[config.mk]
export PLATFORM = sky130hd
export DESIGN_NAME = run_monitor
export DESIGN_NICKNAME = d
export VERILOG_FILES = /design/src/rtl/run_monitor_pkg.sv /design/src/rtl/sat_counter.sv /design/src/rtl/run_monitor.sv
export SDC_FILE = /design/constraint.sdc
export NUM_CORES = 1
export LEC_CHECK = 0
export CAP_MARGIN = 20
export CORE_ASPECT_RATIO = 1.25
export CORE_MARGIN = 2
export CORE_UTILIZATION = 68
export DETAILED_ROUTE_END_ITERATION = 6
export DONT_BUFFER_PORTS = 1
export GPL_ROUTABILITY_DRIVEN = 0
export PLACE_DENSITY = 0.84
export SLEW_MARGIN = 0
export SYNTH_ARGS = -nofsm -noshare
export SYNTH_HDL_FRONTEND = slang
export SYNTH_HIERARCHICAL = 1
export SYNTH_SLANG_ARGS = --single-unit
export TNS_END_PERCENT = 10
[constraint.sdc]
create_clock -name clk -period 3.6 [get_ports clk]
set_input_delay 0.72 -clock clk [delete_from_list [all_inputs] [get_ports clk]]
set_output_delay 0.72 -clock clk [all_outputs]
set_load 0.05 [all_outputs]
[src/rtl/run_monitor_pkg.sv]
// run_monitor_pkg: shared state encoding and default halt/bubble instruction words
package run_monitor_pkg;
    typedef enum logic [1:0] {IDLE = 2'd0, RUN = 2'd1, HALTED = 2'd2, TIMEOUT = 2'd3} state_t;
    localparam logic [31:0] JAL_SELF = 32'h0000006F;
    localparam logic [31:0] NOP_BUBBLE = 32'h00000000;
endpackage

[src/rtl/sat_counter.sv]
// sat_counter: W-bit up counter that sticks at all-ones and flags increments lost to saturation
module sat_counter #(
    parameter int W = 32
) (
    input  logic         clk,
    input  logic         rst,
    input  logic         clr,
    input  logic         inc,
    output logic [W-1:0] value,
    output logic         ovf
);
    always_ff @(posedge clk or negedge rst)
        if (!rst) begin
            value <= '0;
            ovf <= 1'b0;
        end else if (clr) begin
            value <= '0;
            ovf <= 1'b0;
        end else if (inc) begin
            if (&value) ovf <= 1'b1;
            else value <= value + W'(1);
        end
endmodule

[src/rtl/run_monitor.sv]
// run_monitor: detects the fetch/decode self-loop halt pattern and counts run cycles and events
module run_monitor
    import run_monitor_pkg::*;
#(
    parameter int                 INSTR_W      = 32,
    parameter int                 CNT_W        = 32,
    parameter int                 NUM_EVT      = 4,
    parameter logic [INSTR_W-1:0] HALT_INSTR   = INSTR_W'(JAL_SELF),
    parameter logic [INSTR_W-1:0] BUBBLE_INSTR = INSTR_W'(NOP_BUBBLE),
    parameter int                 HALT_CONFIRM = 1,
    parameter int                 TIMEOUT_CYC  = 0
) (
    input  logic                     clk,
    input  logic                     rst,
    input  logic                     start,
    input  logic                     clear,
    input  logic [INSTR_W-1:0]       fetch_instr,
    input  logic [INSTR_W-1:0]       decode_instr,
    input  logic [NUM_EVT-1:0]       evt,
    output logic [1:0]               state,
    output logic                     halted,
    output logic                     timeout,
    output logic [CNT_W-1:0]         cycles,
    output logic [NUM_EVT*CNT_W-1:0] evt_count,
    output logic [NUM_EVT-1:0]       evt_ovf
);
    localparam int CW = $clog2(HALT_CONFIRM + 1);
    state_t st;
    logic [CW-1:0] confirm;
    logic run, match, hit, tmo, cyc_ovf_unused;
    assign run = (st == RUN) && !clear && !start;
    assign match = (fetch_instr == HALT_INSTR) && (decode_instr == BUBBLE_INSTR);
    assign hit = match && (confirm == CW'(HALT_CONFIRM - 1));
    assign tmo = (TIMEOUT_CYC != 0) && (cycles == CNT_W'(TIMEOUT_CYC - 1));
    assign state = st;
    assign halted = st == HALTED;
    assign timeout = st == TIMEOUT;
    always_ff @(posedge clk or negedge rst)
        if (!rst) begin
            st <= IDLE;
            confirm <= '0;
        end else if (clear) begin
            st <= IDLE;
            confirm <= '0;
        end else if (start) begin
            st <= RUN;
            confirm <= '0;
        end else if (run) begin
            st <= hit ? HALTED : tmo ? TIMEOUT : RUN;
            confirm <= match ? confirm + CW'(1) : '0;
        end
    // the halting edge is not a counted run cycle; the timeout edge is
    sat_counter #(.W(CNT_W)) u_cyc (
        .clk(clk), .rst(rst), .clr(clear | start), .inc(run && !hit),
        .value(cycles), .ovf(cyc_ovf_unused)
    );
    for (genvar k = 0; k < NUM_EVT; k++) begin : g_evt
        sat_counter #(.W(CNT_W)) u_evt (
            .clk(clk), .rst(rst), .clr(clear | start), .inc(run && evt[k]),
            .value(evt_count[k*CNT_W +: CNT_W]), .ovf(evt_ovf[k])
        );
    end
endmodule

# Word-level counts from Yosys, hierarchy flattened

Index checks and enable logic that the tools add are counted.

Output and inout port bits: 168
Input port bits: 72
Flip-flop bits (word level): 167
Word-level logic and storage cells: 100

Equal/unequal tests: 9
Multiplexer cells: 35
Reductions and logical operators: 37
Bitwise operators: 2
$add $sub $neg: 6

Operators with widths:

| cell                  | number |
|---|---|
| $mux 32               | 15 |
| $add 32x1->32 const B | 5 |
| $reduce_and 32->1     | 5 |
| $eq 32x7->1 const B   | 1 |
| $logic_not 32->1      | 1 |
| $reduce_and 2->1      | 9 |
| $reduce_bool 2->1     | 9 |
| $mux 1                | 16 |
| $logic_and 1x1->1     | 9 |
| $mux 2                | 4 |
| $ne 2x2->1 const B    | 3 |
| $eq 2x2->1 const B    | 2 |
| $ne 2x1->1 const B    | 2 |
| $logic_not 1->1       | 3 |
| $reduce_bool 3->1     | 1 |
| $eq 2x1->1 const B    | 1 |
| $add 1x1->1 const B   | 1 |
| $not 1->1             | 1 |
| $or 1x1->1            | 1 |

# Depth between registers and ports, before layout

Gate-level depths: netlist of the first run.

Word-level depth: 7
Mapped depth: 10
Mapped depth without buffers: 9

# Cells and area by module

Netlist of the first run, hierarchy kept.

By module, submodules not included:

| module      | seq. area each (sq um) | instances | area an instance (sq um) | cells each |
|---|---|---|---|---|
| sat_counter | 825.8                  | 5         | 1854.3                   | 204 |
| run_monitor | 50.0                   | 1         | 321.6                    | 42 |

# Least setup slack after synthesis of the first run

OpenSTA, ideal clock, no wires.

Path type: input to register
Start point: input port clear
End point: register u_cyc.value[28]
Setup time: 0.078 ns
Path buffers: 1
Data arrival time: 3.016 ns
Slack: 0.506 ns
Required time: 3.522 ns
Stages on the path: 9
Cell sequence: or2_2 > nor3_1 > a21boi_0 > nand4_1 > or3_1 > buf_2 > or3_4 > or4_1 > a21oi_1

Cells in the longest elaborated chain, start to end: 6
Elaborated cells between the ends (all ways): 9
Those cells by class: 1 x eq/ne; 1 x mux; 1 x bitwise; 6 x reduce/logical

Ends and longest elaborated chain:

| what                           | line              | RTL |
|---|---|---|
| start, declared                | run_monitor.sv:16 | `input logic clear,` |
| $logic_not 1->1                | run_monitor.sv:31 | `assign run = (st == RUN) && !clear && !start;` |
| $logic_and 1x1->1 (2 in a row) | run_monitor.sv:31 |  |
| $logic_and 1x1->1              | run_monitor.sv:54 | `.clk(clk), .rst(rst), .clr(clear \| start), .inc(run && !hit),` |
| $reduce_bool 2->1 (no line)    | -                 |  |
| $reduce_and 2->1 (no line)     | -                 |  |
| end signal, assigned           | sat_counter.sv:21 | `else value <= value + W'(1);` |
| end, declared                  | sat_counter.sv:9  | `output logic [W-1:0] value,` |

Several ways; a longest one is shown, not always the timed one.
A chain may end at the register's enable or synchronous reset.

# Worst setup path after layout of the first run

Start point: input port clear
End point: register g_evt[2].u_evt.value[30]

Cells in the longest elaborated chain, start to end: 6
Elaborated cells between the ends (all ways): 9
Those cells by class: 1 x eq/ne; 1 x mux; 1 x bitwise; 6 x reduce/logical

Ends and longest elaborated chain:

| what                           | line              | RTL |
|---|---|---|
| $logic_not 1->1                | run_monitor.sv:31 |  |
| $logic_and 1x1->1 (2 in a row) | run_monitor.sv:31 |  |
| $logic_and 1x1->1              | run_monitor.sv:59 | `.clk(clk), .rst(rst), .clr(clear \| start), .inc(run && evt[k]),` |
| $reduce_bool 2->1 (no line)    | -                 |  |
| $reduce_and 2->1 (no line)     | -                 |  |
| end signal, assigned           | sat_counter.sv:21 |  |
| end, declared                  | sat_counter.sv:9  |  |

Several ways; a longest one is shown, not always the timed one.

==> results of run 1 <==
[layer usage]
metal / vias up / track usage, % / part of all wire, %
li1: 4049 / - / -
met5: - / 0 / 0
met3: 73 / 12.0 / 11
met1: 4390 / 44.8 / 39
met2: 523 / 57.1 / 49
met4: 0 / 12.4 / 2.0
[final cells by class]
cell class	count	area, um2
clock buffers	24	492
fillers	935	3020
repair buffers	67	503
well taps	175	219
multi-input cells	815	5090
diodes	2	5.00
clock inverters	8	168
inverters	27	101
flip-flops and latches	166	4150
[worst paths after layout]
check                                                end                     start  slack, ps  depth (start not counted)
worst min-delay path            g_evt[1].u_evt/value[10]                       rst        -10                          0
worst max-delay path            g_evt[2].u_evt/value[30]                     clear        590                          8
worst min register to register  g_evt[1].u_evt/value[10]  g_evt[1].u_evt/value[10]        680                          2
worst max register to register  g_evt[2].u_evt/value[30]                  state[0]        710                          8
max in group asynchronous        g_evt[0].u_evt/value[0]                       rst       3290                          0
min in group clk                                state[0]                     clear        480                          2
[stage by stage]
stage                     util, %  hold WS, ps
after floorplan                 -          424
after global placement       73.2          428
after detailed placement     73.2          428
after CTS                    78.0        -22.6
after global routing         78.0        -30.2
final                        78.0        -12.2
[state kept, by name (all words and copies together) (netlist names)]
| name | flops |
|---|---|
| state | 2 |
| g_evt.u_evt/value | 128 |
| u_cyc/value | 32 |
| g_evt.u_evt/ovf | 4 |
[cell usage in the layout, fill, tap and decap left out, types with 20 or more instances in the layout]
master / n
a21oi_1: 80
and3_1: 39
buf_4: 67
dfrtp_1: 166
inv_1: 27
mux2_2: 25
nand2_1: 65
nand3_1: 71
nand4_1: 48
nor2_1: 110
nor2b_1: 20
nor4_1: 42
o21ai_0: 40
o31ai_1: 25
or3_1: 40
or4_1: 31
xnor2_1: 50
[worst max-delay path: cells and delay by family]
family / cells / cell delay (ps)
compound gates: 1 / 190
simple gates: 7 / 2410
[power by group]
group / internal [mW] / switching [mW] / leakage, nW
clock: 1.30 / 0.715 / 0.320
combinational: 0.0201 / 0.0594 / 1.40
sequential: 1.87 / 0.000808 / 2.32
total: 3.19 / 0.775 / 4.04
==> impl_metrics.xml, run 1 <==
<?xml version="1.0" encoding="UTF-8"?>
<metrics>
  <group name="sta">
    <metric name="rsz_0062_raised_after_global_routing" unit="">false</metric>
    <metric name="postLayoutSetupSlackWorst" unit="ps">593</metric>
    <metric name="final_worst_path_period_share" unit="%">83.5</metric>
    <metric name="transition_time_at_the_pin_with_the_least_slew_margin" unit="ps">916</metric>
    <metric name="achievable-frequency" unit="GHz">0.333</metric>
    <metric name="fin_clk_skew" unit="ps">7.86</metric>
    <metric name="slew_headroom" unit="%">39.0</metric>
    <metric name="drv_slew" unit="">0</metric>
    <metric name="timing.final.setup_violations" unit="">0</metric>
    <metric name="final.hold.worst_slack" unit="ps">-12.2</metric>
    <metric name="final_hold_viol_count" unit="">9</metric>
    <metric name="fin_setup_tns" unit="ps">0</metric>
    <metric name="layout_min_cycle_time" unit="ps">3010</metric>
  </group>
  <group name="global_routing">
    <metric name="globalRoute.totalOverflow" unit="">0</metric>
    <metric name="antenna_found_initial" unit="">2</metric>
    <metric name="pin_count_of_the_biggest_net_entering_global_routing" unit="">167</metric>
    <metric name="wire_length_of_the_first_global_routing_pass" unit="um">42100</metric>
    <metric name="grt_usage" unit="%">35.6</metric>
    <metric name="via_count_of_the_first_global_routing_pass" unit="">8373</metric>
  </group>
  <group name="placement">
    <metric name="dpl_cell_area" unit="um2">10100</metric>
    <metric name="place.port_buffers" unit="">0</metric>
    <metric name="detailedPlacementHpwl" unit="um">18400</metric>
    <metric name="dpl.cell_count" unit="">1250</metric>
    <metric name="dpl_worst_slack" unit="ps">243</metric>
  </group>
  <group name="status">
    <metric name="violations_in_the_final_reports" unit="">negative hold slack</metric>
    <metric name="status" unit="">finished with violations</metric>
  </group>
  <group name="critical_path">
    <metric name="critical_path_required" unit="ps">3930</metric>
    <metric name="criticalPathCategory" unit="">in2reg</metric>
    <metric name="worst_setup_path_start_kind" unit="">input pin</metric>
    <metric name="setup.worst_path.end_class" unit="">flop</metric>
    <metric name="arrival" unit="ps">3330</metric>
    <metric name="cpPeakStageDelay" unit="ps">520</metric>
    <metric name="largest_fanout_of_any_net_on_the_critical_path" unit="">8</metric>
    <metric name="timing.critical_path.cells" unit="">or2_4, nor2_1, and3_1, nand4_1, or3_1, nor4_2, or4b_1, a21oi_1</metric>
    <metric name="cpMaxStageDelayCell" unit="">or3_1</metric>
  </group>
  <group name="route">
    <metric name="final_antenna_net_count" unit="">0</metric>
    <metric name="drt-pass1-iter-count" unit="">6</metric>
    <metric name="drt_wl_total" unit="um">27000</metric>
    <metric name="drc" unit="">0</metric>
    <metric name="routed_wire_length_per_instance" unit="um">21.0</metric>
    <metric name="via_count" unit="">9035</metric>
    <metric name="vias_per_cell" unit="">7.04</metric>
    <metric name="detailedRoute.firstIterationViolations" unit="">1027</metric>
  </group>
  <group name="clocking">
    <metric name="cts-root-to-sink-buffers" unit="">2</metric>
    <metric name="cts_tree" unit="">yes</metric>
    <metric name="worst_setup_hold_path_clk_slew" unit="ps">60</metric>
    <metric name="clk_latency" unit="ps">430</metric>
    <metric name="cts_setup_buffers" unit="">0</metric>
    <metric name="cts-resized-gates" unit="">0</metric>
    <metric name="cts_buffers" unit="">17</metric>
    <metric name="ctsHtreeMaxLevel" unit="">4</metric>
    <metric name="cts_sinks" unit="">166</metric>
    <metric name="clock_tree.root_cell" unit="">clkbuf_16</metric>
  </group>
  <group name="worst_hold_path">
    <metric name="timing.hold.worst.class" unit="">in2async</metric>
  </group>
  <group name="power_and_ir_drop">
    <metric name="peakVddDrop" unit="mV">0.358</metric>
    <metric name="power.density" unit="nW/um2">370</metric>
    <metric name="total_leakage_power" unit="nW">4.04</metric>
    <metric name="p_total" unit="mW">3.97</metric>
  </group>
  <group name="cells_and_area">
    <metric name="final_net_count" unit="">1171</metric>
    <metric name="final_cells" unit="">1284</metric>
    <metric name="synthToLayoutAreaGrowth" unit="%">12.4</metric>
    <metric name="finish.instance_area" unit="um2">10700</metric>
    <metric name="layout-drive-gt1-share" unit="%">13.6</metric>
  </group>
  <group name="floorplanning">
    <metric name="initial_standard_cell_utilization_of_the_core" unit="%">69.5</metric>
    <metric name="core" unit="um2">13800</metric>
    <metric name="die-area" unit="um2">15000</metric>
    <metric name="dieWidth" unit="um">110</metric>
    <metric name="rows" unit="">48</metric>
    <metric name="floorplan.die.height" unit="um">137</metric>
    <metric name="ioPinCount" unit="">240</metric>
  </group>
  <group name="logic_synthesis">
    <metric name="syn_inst" unit="">1059</metric>
    <metric name="synth-warning-count" unit="">6</metric>
    <metric name="net_count_after_synthesis" unit="">1136</metric>
    <metric name="synthesis.area_per_instance" unit="um2">9.02</metric>
    <metric name="synthesized_area" unit="um2">9550</metric>
  </group>
  <group name="flow_run">
    <metric name="maxCapViolCount" unit="">0</metric>
  </group>
</metrics>
(Power assumes the default switching activity.)
==> run 2, diff against run 1 <==
--- a/config.mk
+++ b/config.mk
@@ -8,11 +8,11 @@
 export CAP_MARGIN = 20
 export CORE_ASPECT_RATIO = 1.25
 export CORE_MARGIN = 2
-export CORE_UTILIZATION = 68
+export CORE_UTILIZATION = 64
 export DETAILED_ROUTE_END_ITERATION = 6
 export DONT_BUFFER_PORTS = 1
 export GPL_ROUTABILITY_DRIVEN = 0
-export PLACE_DENSITY = 0.84
+export PLACE_DENSITY = 0.8
 export SLEW_MARGIN = 0
 export SYNTH_ARGS = -nofsm -noshare
 export SYNTH_HDL_FRONTEND = slang
==> constraint.sdc (replaced) <==
create_clock -name clk -period 3.1 [get_ports clk]
set_input_delay 0.62 -clock clk [delete_from_list [all_inputs] [get_ports clk]]
set_output_delay 0.62 -clock clk [all_outputs]
set_load 0.05 [all_outputs]
==> run 2 against run 1 <==
Effect of this change:
- the run still ends with negative hold slack left
- sequential share of layout area shrank 2.5 points
- flip-flop and latch count is the same
- die area rose by 6.0%
- utilization up 1.3 points
- clock skew about the same
- register-to-register slack got worse by 320 ps
- clock power is 7% higher
- worst hold slack got worse by 99 ps
- first-iteration DRC count fell by 6.6%
==> impl_metrics.xml, run 2 (synthesized netlist as in run 1, its figures left out) <==
<?xml version="1.0" encoding="UTF-8"?>
<metrics>
  <group name="sta">
    <metric name="slew_headroom" unit="%">41.1</metric>
    <metric name="timing.final.setup_violations" unit="">0</metric>
    <metric name="postLayoutSetupSlackWorst" unit="ps">391</metric>
    <metric name="fin_clk_skew" unit="ps">8.30</metric>
    <metric name="final.hold.worst_slack" unit="ps">-111</metric>
    <metric name="rsz_0062_raised_after_global_routing" unit="">false</metric>
    <metric name="fin_setup_tns" unit="ps">0</metric>
    <metric name="final_worst_path_period_share" unit="%">87.4</metric>
    <metric name="achievable-frequency" unit="GHz">0.369</metric>
    <metric name="layout_min_cycle_time" unit="ps">2710</metric>
    <metric name="drv_slew" unit="">0</metric>
    <metric name="transition_time_at_the_pin_with_the_least_slew_margin" unit="ps">876</metric>
    <metric name="final_hold_viol_count" unit="">166</metric>
  </group>
  <group name="global_routing">
    <metric name="grt_use_met1" unit="%">40.7</metric>
    <metric name="via_count_of_the_first_global_routing_pass" unit="">9214</metric>
    <metric name="grt_usage" unit="%">35.4</metric>
    <metric name="use_met3" unit="%">8.51</metric>
    <metric name="wire_length_of_the_first_global_routing_pass" unit="um">45600</metric>
    <metric name="globalRoute.totalOverflow" unit="">0</metric>
    <metric name="grt-busiest-layer" unit="">met2</metric>
    <metric name="pin_count_of_the_biggest_net_entering_global_routing" unit="">167</metric>
    <metric name="use_met2" unit="%">62.0</metric>
    <metric name="antenna_found_initial" unit="">0</metric>
  </group>
  <group name="cells_and_area">
    <metric name="regMostFlops" unit="">g_evt.u_evt/value</metric>
    <metric name="synthToLayoutAreaGrowth" unit="%">20.1</metric>
    <metric name="mostFrequentLayoutCells" unit="">175 x buf_4, 166 x dfrtp_1, 110 x nor2_1, 80 x a21oi_1, 71 x nand3_1</metric>
    <metric name="final_net_count" unit="">1279</metric>
    <metric name="largest_register_ff_count" unit="">128</metric>
    <metric name="finish.instance_area" unit="um2">11500</metric>
    <metric name="final_common_cell" unit="">buf_4</metric>
    <metric name="fillers" unit="">969</metric>
    <metric name="layout-drive-gt1-share" unit="%">21.4</metric>
    <metric name="final_util" unit="%">79.3</metric>
    <metric name="top_regs" unit="">g_evt.u_evt/value x128, u_cyc/value x32, g_evt.u_evt/ovf x4</metric>
  </group>
  <group name="placement">
    <metric name="dpl_cell_area" unit="um2">10900</metric>
    <metric name="dpl_worst_slack" unit="ps">8.56</metric>
    <metric name="place.port_buffers" unit="">0</metric>
    <metric name="detailedPlacementHpwl" unit="um">20300</metric>
  </group>
  <group name="power_and_ir_drop">
    <metric name="sw_frac_of_total" unit="%">20.8</metric>
    <metric name="p_total" unit="mW">4.43</metric>
    <metric name="power_frac_comb" unit="%">2.1</metric>
    <metric name="power.density" unit="nW/um2">386</metric>
    <metric name="power_frac_seq" unit="%">49.0</metric>
    <metric name="clock_power_share" unit="%">48.9</metric>
    <metric name="total_switching_power" unit="mW">0.923</metric>
    <metric name="total_leakage_power" unit="nW">4.61</metric>
    <metric name="cell_internal_pwr" unit="mW">3.51</metric>
    <metric name="peakVddDrop" unit="mV">0.320</metric>
  </group>
  <group name="route">
    <metric name="via_count" unit="">9349</metric>
    <metric name="final_antenna_net_count" unit="">0</metric>
    <metric name="drt_wl_total" unit="um">28100</metric>
    <metric name="drt-pass1-iter-count" unit="">5</metric>
    <metric name="vias_per_cell" unit="">6.71</metric>
    <metric name="drc" unit="">0</metric>
    <metric name="routed_wire_length_per_instance" unit="um">20.2</metric>
    <metric name="detailedRoute.firstIterationViolations" unit="">959</metric>
  </group>
  <group name="clocking">
    <metric name="ctsHtreeMaxLevel" unit="">4</metric>
    <metric name="cts-resized-gates" unit="">0</metric>
    <metric name="worst_setup_hold_path_clk_slew" unit="ps">60</metric>
    <metric name="clock_tree.root_cell" unit="">clkbuf_16</metric>
    <metric name="clk_latency" unit="ps">430</metric>
    <metric name="cts_setup_buffers" unit="">0</metric>
    <metric name="cts-root-to-sink-buffers" unit="">2</metric>
    <metric name="cts_tree" unit="">yes</metric>
    <metric name="cts_buffers" unit="">17</metric>
    <metric name="cts_sinks" unit="">166</metric>
  </group>
  <group name="floorplanning">
    <metric name="dieWidth" unit="um">113</metric>
    <metric name="ioPinCount" unit="">240</metric>
    <metric name="die-area" unit="um2">15900</metric>
    <metric name="floorplan.die.height" unit="um">141</metric>
    <metric name="core" unit="um2">14500</metric>
    <metric name="initial_standard_cell_utilization_of_the_core" unit="%">66.0</metric>
    <metric name="rows" unit="">49</metric>
  </group>
  <group name="critical_path">
    <metric name="r2r-start" unit="">g_evt[3].u_evt/value[31]</metric>
    <metric name="r2r_setup_slack" unit="ps">390</metric>
    <metric name="setup.worst_path.end_class" unit="">flop</metric>
    <metric name="critical_path_required" unit="ps">3360</metric>
    <metric name="timing.critical_path.cells" unit="">nand4_1, nor4_1, and3_1, buf_4, or4_1, a21oi_1</metric>
    <metric name="path_buf_inv" unit="">1</metric>
    <metric name="worst-r2r-cell-count" unit="">6</metric>
    <metric name="crit_path_start" unit="">g_evt[3].u_evt/value[31]</metric>
    <metric name="critical-path-top-delay-family" unit="">simple AND/OR/NAND/NOR gates</metric>
    <metric name="largest_fanout_of_any_net_on_the_critical_path" unit="">11</metric>
    <metric name="critical_path.reg2reg.endpoint" unit="">g_evt[3].u_evt/value[25]</metric>
    <metric name="arrival" unit="ps">2970</metric>
    <metric name="crit_path_end" unit="">g_evt[3].u_evt/value[25]</metric>
    <metric name="cpMaxStageDelayCell" unit="">nor4_1</metric>
    <metric name="worst_setup_path_start_kind" unit="">flop</metric>
    <metric name="cpPeakStageDelay" unit="ps">710</metric>
    <metric name="crit_cells" unit="">6</metric>
    <metric name="criticalPathCategory" unit="">reg2reg</metric>
  </group>
  <group name="status">
    <metric name="status" unit="">finished with violations</metric>
    <metric name="violations_in_the_final_reports" unit="">negative hold slack</metric>
  </group>
  <group name="worst_hold_path">
    <metric name="timing.hold.worst.class" unit="">in2async</metric>
  </group>
  <group name="flow_run">
    <metric name="maxCapViolCount" unit="">0</metric>
  </group>
</metrics>
run 2: changes by cell type in the layout (fill, tap and decap cells not counted), moves of 2 or more:
cell,before,now
clkinv_2,2,8
bufinv_16,5,3
clkbuf_1,3,0
buf_4,67,175
run 2: stage by stage:
step	hold WS, ps	std cells
after CTS	-125	1392
after global routing	-126	1392
after global placement	328	1361
after detailed placement	328	1361
after floorplan	324	1059
final	-111	1393
run 2: how the worst min path moves through the flow:
stage                                     endpoint  slack (ps)
after global routing      g_evt[2].u_evt/value[22]        -130
after detailed placement  g_evt[2].u_evt/value[22]         330
after CTS                 g_evt[2].u_evt/value[18]        -130
after floorplan                 g_evt[0].u_evt/ovf         320
after global placement    g_evt[2].u_evt/value[18]         330
final                     g_evt[2].u_evt/value[18]        -110
run 2: power groups by stage:
stage / registers [mW] / logic (mW) / clock network [mW]
floorplan: 2.22 / 0.0613 / 0
global route: 2.17 / 0.101 / 2.26
CTS: 2.17 / 0.0917 / 2.18
finish: 2.17 / 0.0925 / 2.17
global placement: 2.21 / 0.0899 / 0
detailed placement: 2.21 / 0.0916 / 0
run 2: final cells by class:
cell class	instances	area [um2]	share of cell area, %
Antenna cell	1	2.50	0.0218
Inverter	27	101	0.883
Sequential cell	166	4150	36.2
Multi-Input combinational cell	815	5090	44.3
Clock inverter	11	130	1.13
Tap cell	178	223	1.94
Clock buffer	20	467	4.07
Timing Repair Buffer	175	1310	11.4
run 2: layer usage:
metal,routed length (um),vias to the layer above
li1,-,4250
met1,10100,4426
met2,14300,564
met3,2550,109
met4,1150,0
met5,0,-
run 2: worst reg2reg max path: cells and delay by family (launching register included):
| kind | cells | cell delay [ps] |
|---|---|---|
| simple gates | 4 | 1550 |
| flops | 1 | 690 |
| buf+inv | 1 | 230 |
| compound gates | 1 | 70 |
==> run 3, diff against run 2 <==
--- a/config.mk
+++ b/config.mk
@@ -5,14 +5,16 @@
 export SDC_FILE = /design/constraint.sdc
 export NUM_CORES = 1
 export LEC_CHECK = 0
+export ABC_AREA = 1
 export CAP_MARGIN = 20
-export CORE_ASPECT_RATIO = 1.25
+export CORE_ASPECT_RATIO = 0.5
 export CORE_MARGIN = 2
-export CORE_UTILIZATION = 64
+export CORE_UTILIZATION = 65
 export DETAILED_ROUTE_END_ITERATION = 6
 export DONT_BUFFER_PORTS = 1
 export GPL_ROUTABILITY_DRIVEN = 0
-export PLACE_DENSITY = 0.8
+export GPL_TIMING_DRIVEN = 0
+export PLACE_DENSITY = 0.81
 export SLEW_MARGIN = 0
 export SYNTH_ARGS = -nofsm -noshare
 export SYNTH_HDL_FRONTEND = slang
==> run 3 against run 2 <==
Effect of this change:
- the flow still finishes with violations (negative hold slack)
- die area is 29% higher
- first-iteration DRC count is 12% higher
- flip-flop and latch count stayed put
- clock skew is 6.8 ps higher
- highest routed layer unchanged
- synthesized area is 32% higher
- clock-buffer cell count is 2 lower
- maximum frequency is 13% higher
- combinational power grew to 2.8 times the previous value
- worst hold slack worse by 13 ps
==> impl_metrics.xml, run 3 <==
<?xml version="1.0" encoding="UTF-8"?>
<metrics>
  <group name="status">
    <metric name="status" unit="">finished with violations</metric>
    <metric name="violations_in_the_final_reports" unit="">negative hold slack</metric>
  </group>
  <group name="critical_path">
    <metric name="critical_path.reg2reg.endpoint" unit="">g_evt[0].u_evt/value[30]</metric>
    <metric name="r2r_setup_slack" unit="ps">770</metric>
    <metric name="path_buf_inv" unit="">0</metric>
    <metric name="cpPeakStageDelay" unit="ps">780</metric>
    <metric name="crit_cells" unit="">1</metric>
    <metric name="worst-r2r-cell-count" unit="">10</metric>
    <metric name="critical_path_required" unit="ps">2480</metric>
    <metric name="arrival" unit="ps">1780</metric>
    <metric name="timing.critical_path.cells" unit="">nor2_1</metric>
    <metric name="largest_fanout_of_any_net_on_the_critical_path" unit="">4</metric>
    <metric name="r2r-start" unit="">g_evt[0].u_evt/value[0]</metric>
    <metric name="criticalPathCategory" unit="">reg2out</metric>
    <metric name="setup.worst_path.end_class" unit="">output pin</metric>
    <metric name="worst_setup_path_start_kind" unit="">flop</metric>
    <metric name="critical-path-top-delay-family" unit="">simple AND/OR/NAND/NOR gates</metric>
    <metric name="cpMaxStageDelayCell" unit="">nor2_1</metric>
  </group>
  <group name="logic_synthesis">
    <metric name="net_count_after_synthesis" unit="">1878</metric>
    <metric name="synthesis.area_per_instance" unit="um2">6.99</metric>
    <metric name="synth-warning-count" unit="">6</metric>
    <metric name="syn_inst" unit="">1801</metric>
    <metric name="synthesized_area" unit="um2">12600</metric>
  </group>
  <group name="floorplanning">
    <metric name="die-area" unit="um2">20600</metric>
    <metric name="core" unit="um2">18700</metric>
    <metric name="rows" unit="">35</metric>
    <metric name="dieWidth" unit="um">201</metric>
    <metric name="ioPinCount" unit="">240</metric>
    <metric name="initial_standard_cell_utilization_of_the_core" unit="%">67.3</metric>
    <metric name="floorplan.die.height" unit="um">102</metric>
  </group>
  <group name="route">
    <metric name="drc" unit="">0</metric>
    <metric name="drt_wl_total" unit="um">34800</metric>
    <metric name="via_count" unit="">12100</metric>
    <metric name="drt-pass1-iter-count" unit="">6</metric>
    <metric name="detailedRoute.firstIterationViolations" unit="">1075</metric>
    <metric name="routed_wire_length_per_instance" unit="um">16.6</metric>
    <metric name="final_antenna_net_count" unit="">0</metric>
    <metric name="vias_per_cell" unit="">5.76</metric>
  </group>
  <group name="cells_and_area">
    <metric name="mostFrequentLayoutCells" unit="">563 x nand2_1, 246 x nor2_1, 221 x nand3_1, 166 x dfrtp_1, 165 x inv_1</metric>
    <metric name="finish.instance_area" unit="um2">13500</metric>
    <metric name="synthToLayoutAreaGrowth" unit="%">7.44</metric>
    <metric name="regMostFlops" unit="">g_evt.u_evt/value</metric>
    <metric name="final_net_count" unit="">1898</metric>
    <metric name="top_regs" unit="">g_evt.u_evt/value x128, u_cyc/value x32, g_evt.u_evt/ovf x4</metric>
    <metric name="layout-drive-gt1-share" unit="%">20.3</metric>
    <metric name="fillers" unit="">1550</metric>
    <metric name="final_util" unit="%">72.3</metric>
    <metric name="final_common_cell" unit="">nand2_1</metric>
    <metric name="largest_register_ff_count" unit="">128</metric>
  </group>
  <group name="clocking">
    <metric name="cts_buffers" unit="">17</metric>
    <metric name="cts_setup_buffers" unit="">0</metric>
    <metric name="worst_setup_hold_path_clk_slew" unit="ps">70</metric>
    <metric name="cts_sinks" unit="">166</metric>
    <metric name="cts_tree" unit="">yes</metric>
    <metric name="cts-resized-gates" unit="">0</metric>
    <metric name="clk_latency" unit="ps">430</metric>
    <metric name="cts-root-to-sink-buffers" unit="">2</metric>
    <metric name="clock_tree.root_cell" unit="">clkbuf_16</metric>
    <metric name="ctsHtreeMaxLevel" unit="">4</metric>
  </group>
  <group name="sta">
    <metric name="layout_min_cycle_time" unit="ps">2400</metric>
    <metric name="fin_clk_skew" unit="ps">15.1</metric>
    <metric name="final.hold.worst_slack" unit="ps">-123</metric>
    <metric name="achievable-frequency" unit="GHz">0.416</metric>
    <metric name="timing.final.setup_violations" unit="">0</metric>
    <metric name="fin_setup_tns" unit="ps">0</metric>
    <metric name="transition_time_at_the_pin_with_the_least_slew_margin" unit="ps">886</metric>
    <metric name="drv_slew" unit="">0</metric>
    <metric name="final_hold_viol_count" unit="">166</metric>
    <metric name="slew_headroom" unit="%">40.7</metric>
    <metric name="rsz_0062_raised_after_global_routing" unit="">false</metric>
    <metric name="final_worst_path_period_share" unit="%">77.5</metric>
  </group>
  <group name="global_routing">
    <metric name="wire_length_of_the_first_global_routing_pass" unit="um">55400</metric>
    <metric name="antenna_found_initial" unit="">3</metric>
    <metric name="pin_count_of_the_biggest_net_entering_global_routing" unit="">167</metric>
    <metric name="via_count_of_the_first_global_routing_pass" unit="">11100</metric>
    <metric name="globalRoute.totalOverflow" unit="">0</metric>
    <metric name="grt_usage" unit="%">33.7</metric>
  </group>
  <group name="placement">
    <metric name="place.port_buffers" unit="">0</metric>
    <metric name="detailedPlacementHpwl" unit="um">25400</metric>
    <metric name="dpl_cell_area" unit="um2">12900</metric>
  </group>
  <group name="power_and_ir_drop">
    <metric name="total_leakage_power" unit="nW">5.84</metric>
    <metric name="power.density" unit="nW/um2">340</metric>
    <metric name="peakVddDrop" unit="mV">0.375</metric>
    <metric name="p_total" unit="mW">4.59</metric>
  </group>
  <group name="worst_hold_path">
    <metric name="timing.hold.worst.class" unit="">in2async</metric>
  </group>
  <group name="flow_run">
    <metric name="maxCapViolCount" unit="">0</metric>
  </group>
</metrics>
run 3: routing by layer:
| metal | wire length, um | vias up | track usage (%) |
|---|---|---|---|
| met4 | 812 | 0 | 12.8 |
| met1 | 14000 | 5613 | 42.0 |
| li1 | - | 5751 | - |
| met5 | 0 | - | 0 |
| met3 | 3790 | 67 | 9.63 |
| met2 | 16100 | 645 | 56.9 |
run 3: layout make-up:
| class | instances | area [um2] | area share [%] |
|---|---|---|---|
| flip-flops and latches | 166 | 4150 | 30.7 |
| clock buffers | 18 | 429 | 3.17 |
| plain buffers | 41 | 483 | 3.57 |
| inverters | 171 | 642 | 4.75 |
| repair buffers | 1 | 27.5 | 0.204 |
| well taps | 259 | 324 | 2.40 |
| diodes | 3 | 7.51 | 0.0555 |
| multi-input cells | 1423 | 7310 | 54.0 |
| clock inverters | 14 | 149 | 1.10 |
run 3: power by group:
group / internal, mW / switching (mW) / leakage, nW
combinational: 0.0861 / 0.173 / 3.25
sequential: 2.17 / 0.00841 / 2.32
clock: 1.19 / 0.963 / 0.274
run 3: worst reg2reg max path: cells and delay by family (launching register included):
family                     cells  cell delay (ps)
buffers and inverters          1              170
and+or+nand+nor                7             1000
adders and majority gates      1              280
AOI/OAI and AO/OA              1               80
DFF                            1              740
run 3: how the worst max path moves through the flow:
stage	start	to
floorplan	clear	g_evt[0].u_evt/value[13]
global placement	clear	g_evt[3].u_evt/value[25]
detailed placement	clear	g_evt[3].u_evt/value[28]
CTS	state[0]	halted
global route	g_evt[0].u_evt/value[0]	g_evt[0].u_evt/value[6]
finish	state[0]	halted
run 3: through the flow:
step	hold slack [ps]	instances	worst slack, ps
3_3_place_gp	328	2060	288
2_1_floorplan	324	1801	1060
6_report	-123	2096	697
5_1_grt	-146	2096	635
4_1_cts	-139	2093	669
3_5_place_dp	328	2061	464
==> variant (config.mk and constraints of run 2) <==
Make the reset (`rst`) synchronous in 2 clocked blocks.
--- a/src/rtl/sat_counter.sv
+++ b/src/rtl/sat_counter.sv
@@ -9,7 +9,7 @@
     output logic [W-1:0] value,
     output logic         ovf
 );
-    always_ff @(posedge clk or negedge rst)
+    always_ff @(posedge clk)
         if (!rst) begin
             value <= '0;
             ovf <= 1'b0;
--- a/src/rtl/run_monitor.sv
+++ b/src/rtl/run_monitor.sv
@@ -35,7 +35,7 @@
     assign state = st;
     assign halted = st == HALTED;
     assign timeout = st == TIMEOUT;
-    always_ff @(posedge clk or negedge rst)
+    always_ff @(posedge clk)
         if (!rst) begin
             st <= IDLE;
             confirm <= '0;
Formal check against the unedited RTL: differs if rst is asserted again (counterexample within 4 cycles, from zero or initial values and one cycle with rst low); with rst held inactive, the same outputs for 4 cycles.
==> variant against run 2 <==
Sequential share of layout area decreased by 3.6 points. Clock skew increased by 0.00079 ns. Area after synthesis decreased by 9.0%. Global-route usage decreased by 3.1 points. Total power decreased by 1.1%. Sequential cell count unchanged. Count of clock-buffer cells in the layout increased by 4. Setup slack got worse by 0.16 ns. Wire length decreased by 14%. Final area decreased by 11%. Utilization decreased by 2.3 points. Sequential power decreased by 2%.
==> variant: results (changes against run 2) <==
[hold_path]
hp-class=input pin to flop

[route]
avgViaCountPerCell=6.66  ; -0.84%
wl_met3_mm=2.16  ; -15%
vias=8665  ; -7.3%
wire_per_inst_um=18.5  ; -8.3%
route.met2.wl_mm=11.9  ; -17%
drtIter0Drc=720  ; -25%

[placed_design]
place_inst=1268  ; -6.8%
preCtsSetupSlack_ns=-0.100  ; -0.109 ns
placed_area_um2=9570  ; -12%

[outcome]
status=complete, no violations

[setup_path]
path_max_fanout=8  ; -3
arrival_ns=3.22  ; +0.25 ns
setup.worst_path.start=state[1]$_SDFFE_PP0N_
reg2reg_to=u_cyc/value[29]$_SDFFE_PP0P_
r2r_start=state[1]$_SDFFE_PP0N_
reg2reg_depth=9  ; +3

[final_layout]
drive_gt1_share_pct=17.0  ; -4.4 points
final_nets=1193  ; -6.7%

[logic_synthesis]
syn-num-nets=1096  ; -3.5%
syn_area_per_cell_um2=8.53  ; -5.5%

[power_and_ir_drop]
power.leakage_nw=3.57  ; -23%
vdd_drop_max_uv=372  ; +16%

[global_routing]
grt_pass1_vias=7735  ; -16%
antenna_found_initial=1  ; +1
met1_usage_pct=38.3  ; -2.4 points
track_usage_pct=32.3  ; -3.1 points
use_met3_pct=9.91  ; +1.4 points
grt_pass1_wl_mm=37.8  ; -17%

[sta]
skew_ns=0.00909  ; +0.000791 ns
worstMarginPinSlew_ns=0.763  ; -0.113 ns

variant: layout make-up:
| type | count | area, um2 | share of cell area [%] |
|---|---|---|---|
| Multi-Input combinational cell | 796 | 5100 | 50.0 |
| Timing Repair Buffer | 114 | 856 | 8.40 |
| Antenna cell | 2 | 5.00 | 0.0491 |
| Inverter | 21 | 78.8 | 0.774 |
| Clock inverter | 8 | 120 | 1.18 |
| Sequential cell | 166 | 3320 | 32.6 |
| Tap cell | 171 | 214 | 2.10 |
| Clock buffer | 24 | 492 | 4.83 |
variant: critical path, stage by stage (launching register included):
cell and delay, ns:
dfxtp_1 0.51, nor4b_2 0.10, nand4_1 0.16, nor4_2 0.08, a21boi_0 0.44, and3_1 0.28, nand3_1 0.12, a311o_1 0.45
or4_1 0.50, a21oi_1 0.15
variant: power breakdown:
group	switching (mW)	internal [mW]	leakage [nW]
clock	0.831	1.35	0.296
sequential	0.000377	2.13	1.34
combinational	0.0471	0.0196	1.94
total	0.879	3.50	3.57
